[config.mk]
export PLATFORM = sky130hd
export DESIGN_NAME = fetch_sequencer
export DESIGN_NICKNAME = d
export VERILOG_FILES = /design/src/rtl/isa_pkg.sv /design/src/rtl/instr_decode.sv /design/src/rtl/fetch_sequencer.sv
export SDC_FILE = /design/constraint.sdc
export NUM_CORES = 1
export LEC_CHECK = 0
export BUFFER_PORTS_ARGS = -buffer_cell sky130_fd_sc_hd__buf_2
export CORE_MARGIN = 2
export CORE_UTILIZATION = 51
export CTS_CLUSTER_SIZE = 8
export DETAILED_ROUTE_END_ITERATION = 6
export GPL_TIMING_DRIVEN = 0
export HOLD_SLACK_MARGIN = 0.06
export PLACE_DENSITY = 0.86
export SYNTH_ARGS = -nofsm -noshare
export SYNTH_HDL_FRONTEND = slang
export SYNTH_SLANG_ARGS = --single-unit
[constraint.sdc]
create_clock -name clk -period 2.2 [get_ports clk]
set_input_delay 0.44 -clock clk [delete_from_list [all_inputs] [get_ports clk]]
set_output_delay 0.44 -clock clk [all_outputs]
set_load 0.005 [all_outputs]
[src/rtl/isa_pkg.sv]
// isa_pkg: opcode constants, instruction field slices and sequencer state encoding
// shared by the fetch sequencer and the decoder stage.
package isa_pkg;

    localparam logic [3:0] OP_JMP = 4'hA;
    localparam logic [3:0] OP_BRZ = 4'hB;
    localparam logic [3:0] OP_HLT = 4'hF;

    localparam int OP_HI  = 15;
    localparam int OP_LO  = 12;
    localparam int TGT_HI = 6;
    localparam int TGT_LO = 0;
    localparam int TGT_W  = TGT_HI - TGT_LO + 1;

    localparam logic [7:0] END_ADDR_DEF = 8'd127;

    typedef enum logic [2:0] {
        IDLE,
        FETCH,
        ISSUE,
        ADVANCE,
        HALT
    } state_t;

endpackage

[src/rtl/instr_decode.sv]
// instr_decode: combinational control-flow decode of one instruction word;
// also used by the downstream decoder stage.
module instr_decode
    import isa_pkg::*;
#(
    parameter int IW = 16
) (
    input  logic [IW-1:0]    instr,
    input  logic             zero_flag,
    output logic             is_jmp,
    output logic             is_brz_taken,
    output logic             is_hlt,
    output logic [TGT_W-1:0] target
);

    logic [3:0] op;
    logic       unused_bits;

    assign op           = instr[OP_HI:OP_LO];
    assign is_jmp       = op == OP_JMP;
    assign is_brz_taken = op == OP_BRZ && zero_flag;
    assign is_hlt       = op == OP_HLT;
    assign target       = instr[TGT_HI:TGT_LO];
    assign unused_bits  = ^instr[OP_LO-1:TGT_HI+1];

endmodule

[src/rtl/fetch_sequencer.sv]
// fetch_sequencer: steps the PC through fetch (mem req/ack), issue (valid/ready)
// and a one-cycle advance that releases hold with jump/branch strobes.
module fetch_sequencer
    import isa_pkg::*;
#(
    parameter int             IW       = 16,
    parameter int             AW       = 8,
    parameter logic [AW-1:0]  END_ADDR = AW'(END_ADDR_DEF)
) (
    input  logic             clk,
    input  logic             reset_n,
    input  logic [AW-1:0]    pc_addr,
    output logic             hold,
    output logic             jump,
    output logic             branch,
    output logic [TGT_W-1:0] jump_line,
    output logic [TGT_W-1:0] branch_immem,
    output logic             mem_req,
    output logic [AW-1:0]    mem_addr,
    input  logic             mem_ack,
    input  logic [IW-1:0]    mem_rdata,
    input  logic             zero_flag,
    output logic [IW-1:0]    instr,
    output logic             instr_valid,
    input  logic             instr_ready,
    output logic             halted
);

    state_t           state_q, state_d;
    logic             hold_q, hold_d;
    logic             jump_q, jump_d;
    logic             branch_q, branch_d;
    logic [TGT_W-1:0] jump_line_q, jump_line_d;
    logic [TGT_W-1:0] branch_immem_q, branch_immem_d;
    logic             mem_req_q, mem_req_d;
    logic [AW-1:0]    mem_addr_q, mem_addr_d;
    logic [IW-1:0]    instr_q, instr_d;
    logic             instr_valid_q, instr_valid_d;
    logic             halted_q, halted_d;

    logic             dec_jmp, dec_brz_taken, dec_hlt;
    logic [TGT_W-1:0] dec_target;
    logic [IW-1:0]    dec_in;

    // In FETCH the decoder looks at the incoming word (halt detect), otherwise at the held one.
    assign dec_in = state_q == FETCH ? mem_rdata : instr_q;

    instr_decode #(.IW(IW)) u_dec (
        .instr       (dec_in),
        .zero_flag   (zero_flag),
        .is_jmp      (dec_jmp),
        .is_brz_taken(dec_brz_taken),
        .is_hlt      (dec_hlt),
        .target      (dec_target)
    );

    always_comb begin
        state_d        = state_q;
        hold_d         = hold_q;
        jump_d         = jump_q;
        branch_d       = branch_q;
        jump_line_d    = jump_line_q;
        branch_immem_d = branch_immem_q;
        mem_req_d      = mem_req_q;
        mem_addr_d     = mem_addr_q;
        instr_d        = instr_q;
        instr_valid_d  = instr_valid_q;
        halted_d       = halted_q;
        unique case (state_q)
            IDLE: begin
                state_d    = FETCH;
                mem_req_d  = 1'b1;
                mem_addr_d = pc_addr;
            end
            FETCH: if (mem_ack) begin
                instr_d   = mem_rdata;
                mem_req_d = 1'b0;
                if (dec_hlt || pc_addr == END_ADDR) begin
                    state_d  = HALT;
                    halted_d = 1'b1;
                end else begin
                    state_d       = ISSUE;
                    instr_valid_d = 1'b1;
                end
            end
            ISSUE: if (instr_valid_q && instr_ready) begin
                state_d        = ADVANCE;
                instr_valid_d  = 1'b0;
                hold_d         = 1'b0;
                jump_d         = dec_jmp;
                branch_d       = dec_brz_taken;
                jump_line_d    = dec_jmp ? dec_target : jump_line_q;
                branch_immem_d = instr_q[OP_HI:OP_LO] == OP_BRZ ? dec_target : branch_immem_q;
            end
            ADVANCE: begin
                state_d   = FETCH;
                hold_d    = 1'b1;
                jump_d    = 1'b0;
                branch_d  = 1'b0;
                mem_req_d = 1'b1;
                // The PC moves on this same edge, so present the address it is moving to.
                mem_addr_d = jump_q   ? AW'(jump_line_q) :
                             branch_q ? AW'(branch_immem_q) : mem_addr_q + AW'(1);
            end
            default: ;
        endcase
    end

    always_ff @(posedge clk or negedge reset_n) begin
        if (!reset_n) begin
            state_q        <= IDLE;
            hold_q         <= 1'b1;
            jump_q         <= 1'b0;
            branch_q       <= 1'b0;
            jump_line_q    <= '0;
            branch_immem_q <= '0;
            mem_req_q      <= 1'b0;
            mem_addr_q     <= '0;
            instr_q        <= '0;
            instr_valid_q  <= 1'b0;
            halted_q       <= 1'b0;
        end else begin
            state_q        <= state_d;
            hold_q         <= hold_d;
            jump_q         <= jump_d;
            branch_q       <= branch_d;
            jump_line_q    <= jump_line_d;
            branch_immem_q <= branch_immem_d;
            mem_req_q      <= mem_req_d;
            mem_addr_q     <= mem_addr_d;
            instr_q        <= instr_d;
            instr_valid_q  <= instr_valid_d;
            halted_q       <= halted_d;
        end
    end

    assign hold         = hold_q;
    assign jump         = jump_q;
    assign branch       = branch_q;
    assign jump_line    = jump_line_q;
    assign branch_immem = branch_immem_q;
    assign mem_req      = mem_req_q;
    assign mem_addr     = mem_addr_q;
    assign instr        = instr_q;
    assign instr_valid  = instr_valid_q;
    assign halted       = halted_q;

endmodule

Yosys cells after proc, flatten, opt, wreduce, memory -nomap -nowiden
Index checks and enable logic that the tools add are counted.

Reductions and logical operators: 18. Bitwise gates (word level): 0. Add/subtract/negate cells: 1. $mul: 0. Divide/modulo/power cells: 0. Muxes and demuxes: 19. Equality and inequality tests: 11. $lt $le $gt $ge: 0. Shift operators: 0.

Operator list (count): 4-bit == test (second input constant) (4); 16-bit two-way mux (1); 8-bit two-way mux (2); 8-bit one-hot mux with 2 select lines (1); 3-bit AND reduction (4); 1-bit one-hot mux with 2 select lines (5); 3-bit two-way mux (3); 3-bit one-hot mux with 3 select lines (1); 8-bit by 1-bit adder with 8-bit output (second input constant) (1); 8-bit by 7-bit == test with 1-bit output (second input constant) (1); 2-bit nonzero test (4); 3-bit by 2-bit == test with 1-bit output (second input constant) (2); 1-bit two-way mux (6); 2-bit inequality test (second input constant) (3); 2-bit AND reduction (3); 4-bit AND reduction (1); 3-bit by 1-bit == test with 1-bit output (second input constant) (1); 3-bit logical NOT (1); 3-bit nonzero test (1); 1-bit logical AND (2); 2-bit OR reduction (1); 1-bit logical OR (1).

Logic and storage cells: 60. Input port bits: 29. RAM bits: 0. Bits in read-only memories: 0. Output and inout port bits: 44. Memories kept: 0. Register bits after elaboration: 47. Bits in latches: 0.

Longest topological paths before layout
Depth in word-level cells: 7. Gate-level depth with buffers: 6. Depth with buffers taken out: 5.

By module
Synthesis repeated with hierarchy kept, for this count alone.

Cells, all modules: 259. Area, all modules: 2583.7 um^2.

Modules (own cells, without submodules): fetch_sequencer (sequential area each 1177.4 um^2, times used 1, area an instance 2493.6 um^2, cells an instance 246); instr_decode (sequential area each 0.0 um^2, times used 1, area an instance 90.1 um^2, cells an instance 13).

Worst setup path before layout
OpenSTA, ideal clock, no wires.

Kind: flip-flop to flip-flop. Start: register state_q[2]. End: register branch_immem_q[2] (netlist: branch_immem[2]). Path buffers: 1. Setup slack: 0.638 ns. Cell stages (with the launch flop): 5. Period minus slack after synthesis: 1.562 ns. Required time: 2.075 ns. Setup time: 0.125 ns. Data arrival time: 1.437 ns. Cells stage by stage: dfrtp_1 -> and4bb_2 -> and4b_1 -> buf_6 -> mux2_4.

Longest elaborated chain between the ends: 2. Elaborated cells between the ends (all ways): 4. Those cells by class: eq/ne: 2; mux: 1; reduce/logical: 1.

Ends and longest elaborated chain: start, declared (RTL line fetch_sequencer.sv:29) `state_t state_q, state_d;`; start signal, assigned (RTL line fetch_sequencer.sv:123) `state_q <= state_d;`; 3-bit by 2-bit == test with 1-bit output / 3-bit by 1-bit == test with 1-bit output (equally long branches) (RTL line fetch_sequencer.sv:69, fetch_sequencer.sv:46); 3-bit AND reduction (no source line) / 16-bit two-way mux (equally long branches); end signal, assigned (RTL line fetch_sequencer.sv:128) `branch_immem_q <= branch_immem_d;`; end, declared (RTL line fetch_sequencer.sv:34) `logic [TGT_W-1:0] branch_immem_q, branch_immem_d;`.

Parallel ways exist; a longest one is shown, timed or not. A chain may end at the register's enable or synchronous reset.

Final worst setup path
Start: register state_q[2]. End: register branch_immem_q[5] (netlist: branch_immem[5]).

The elaborated chain is that of the path after synthesis.

==> reports/results.ini <==
[place]
port_buffers=72
dp.cells=328
hpwl_mm=4.06
finalWeightedCongestion=0.838

[worst_setup_path]
cp-end-kind=register
crit_chain=and4bb_2 > and4b_1 > buf_6 > mux2_4
cp-start-kind=register
cpLargestDelayFamily=simple AND/OR/NAND/NOR gates
cp_data_required_time_ns=2.39
cp_data_arrival_time_ns=1.91
slowest_delay_ns=0.48
cp_slowest_cell=dfrtp_1
worstSetupPathType=register to register
critPathMaxFanout=10
cp_num_buf_inv=1

[sta]
clock_skew_ns=0.00302
finalCritPeriodShare=0.779
setup_viol=0
relSlewSlack=0.335
tns_ns=0
hold_viol_final=0
worst_pin_slew_ns=0.998
final_max_slew_viol_count=0
grt_setup_unrepaired=false
fmax_mhz=583
post-route-min-period_ns=1.71

[detailed_routing]
drc=0
top_layer=met4
wl_met3_um=281
met2_length_mm=2.50
drt_first_pass_iters=4
dr_total_vias=1856
wl_met1_mm=2.46
wire_per_inst_um=15.8
drtIter0Drc=151
wirelength_mm=5.32
viasPerCell=5.52
drtAntennaViolNets=0

[floorplan]
die_x_um=71.6
dieHeight_um=71.6
num_rows=24
core-area_mm2=0.00438
dieArea_mm2=0.00513
initial_core_util=0.532
num_io_pins=73

[hold_path]
hp-class=input pin to asynchronous set/reset pin

[synthesis]
synthArstFlopShare=1.00
yosys_most_used_dff=dfrtp_1
syn_nets=234
syn_area_mm2=0.00233
ys_types=45
synth_edf_count=0
syn_avg_cell_area_um2=11.4
ys_ff_latch=47
ys_seq_area_frac=0.505
postSynthCellCount=204
yosysWarnings=0

[power_and_ir_drop]
p_comb_frac=0.416
switching_share=0.363
p_int_mw=2.44
power.static_leakage_nw=1.45
power_switching_mw=1.40
peakVddDrop_mv=0.835
seqPwrFrac=0.414
p_per_area_mw_per_mm2=1340
p_clk_frac=0.170

[clocking]
post_cts_buffers=0
cts.sink_count=47
holdBufCountCts=0
numCtsBuffers=5
clkSlewWorstSetupHoldPaths_ns=0.08
cts_tree=built
clock_path_buffers=2
cts_root_buffer=clkbuf_8
htreeDepth=2
clkLatencyLatePin_ns=0.30
cts_repair_resize_count=0

[global_route]
grt.overflow.total=0
grt_pass1_wl_mm=8.93
gr-usage-all-layers=0.228
grt_max_degree=48
antenna_found_initial=0
grt_pass1_vias=1860

[final_layout]
fin_cells=336
nNetsFinal=313
layout-drive-gt1-share=0.366
fin_util=0.656
fill_cells=366
antenna_cells=0
areaGrowthSynthToFinish_pct=23.3

[run]
max_cap_viol_count=0

[run_status]
outcome=finished clean

worst register-to-register path: stages (launching register included):
cell and delay, ns:
dfrtp_1 0.48, and4bb_2 0.43, and4b_1 0.22, buf_6 0.16, mux2_4 0.31
final cells by class:
cell class	instances	area (µm²)	area share
inverters	6	22.5	0.00783
multi-input cells	141	1070	0.373
clock buffers	6	82.6	0.0287
plain buffers	10	60.1	0.0209
well taps	52	65.1	0.0226
clock inverters	2	35.0	0.0122
repair buffers	72	360	0.125
flip-flops and latches	47	1180	0.409
stage by stage:
step	area [µm²]	power (mW)	worst slack, ns	hold WS, ns
after detailed placement	2760	3.21	0.513	0.447
after global routing	2880	4.11	0.422	0.334
after floorplan	2330	2.57	0.638	0.144
final	2880	3.84	0.485	0.296
after global placement	2760	3.13	0.534	0.444
after CTS	2880	3.86	0.488	0.336
final timing paths:
| kind | startpoint | to | slack (ns) | cells past startpoint |
|---|---|---|---|---|
| max | state_q[2] | branch_immem[5] | 0.49 | 4 |
| min | reset_n | instr[7] | 0.30 | 1 |
| max reg2reg | state_q[2] | branch_immem[5] | 0.49 | 4 |
| min reg2reg | hold | hold | 0.47 | 2 |
| max in group asynchronous | reset_n | instr[4] | 1.29 | 1 |
| min in group clk | mem_rdata[10] | instr[10] | 0.34 | 2 |
layer usage:
metal,global-route usage,vias to the layer above
li1,-,897
met5,0,-
met3,0.0549,7
met4,0.0797,0
met2,0.347,54
met1,0.323,898
placed cells by master, fill, tap and decap left out, types with 2 or more instances in the layout:
master / Yosys / final
a211o_1: 3 / 3
mux2_2: 5 / 5
a311o_1: 2 / 2
nor3_1: 2 / 2
and3_1: 3 / 3
xnor2_1: 2 / 2
o22ai_1: 2 / 2
nand2_1: 20 / 20
nor2_1: 11 / 11
a31oi_1: 4 / 4
a21o_1: 2 / 2
nor2b_1: 2 / 2
buf_2: 6 / 78
a41oi_1: 2 / 2
buf_6: 2 / 2
nand4_1: 4 / 4
inv_1: 6 / 6
o21ai_0: 7 / 7
nand2b_1: 5 / 5
mux2_1: 20 / 20
clkbuf_8: 0 / 6
mux2i_1: 8 / 8
o21a_1: 2 / 2
a21oi_1: 8 / 8
a22o_1: 2 / 2
mux2_4: 4 / 4
nand3_1: 3 / 3
dfrtp_1: 46 / 46
clkbuf_1: 2 / 2
o211ai_1: 3 / 3
kinds of logic after synthesis:
group | after synthesis | synth area share
buffers and inverters | 16 | 0.0354
adder cells (fa/ha/maj) | 1 | 0.00536
flip-flops | 47 | 0.505
XOR/XNOR | 3 | 0.0113
AND/OR/NAND/NOR | 61 | 0.149
AO/OA/AOI/OAI | 39 | 0.113
multiplexers | 37 | 0.181
cells in the mapped netlist (all sizes together) (3+ instances only):
cell	number	area [µm²]
a211o	3	26.3
a21oi	9	48.8
a31oi	4	25.0
and3	3	18.8
buf	8	52.6
dfrtp	46	1150
inv	6	22.5
mux2	29	342
mux2i	8	80.1
nand2	20	75.1
nand2b	5	31.3
nand3	3	15.0
nand4	4	25.0
nor2	11	41.3
nor3	3	26.3
o211ai	3	22.5
o21ai	7	35.0
state kept, by name, summed over array words and instances, names as in the netlist:
register / count
mem_req: 1
instr_valid: 1
halted: 1
instr: 16
state_q: 3
hold: 1
jump: 1
jump_line: 7
branch_immem: 7
branch: 1
mem_addr: 8
power groups by stage:
stage                     Clock [mW]  Combinational, mW  Sequential (mW)
final                          0.654               1.60             1.59
after global routing           0.692               1.77             1.65
after CTS                      0.670               1.61             1.58
after detailed placement           0               1.61             1.60
after global placement             0               1.55             1.58
after floorplan                    0               1.00             1.57
No activity file was read; power rests on OpenSTA's default activity.
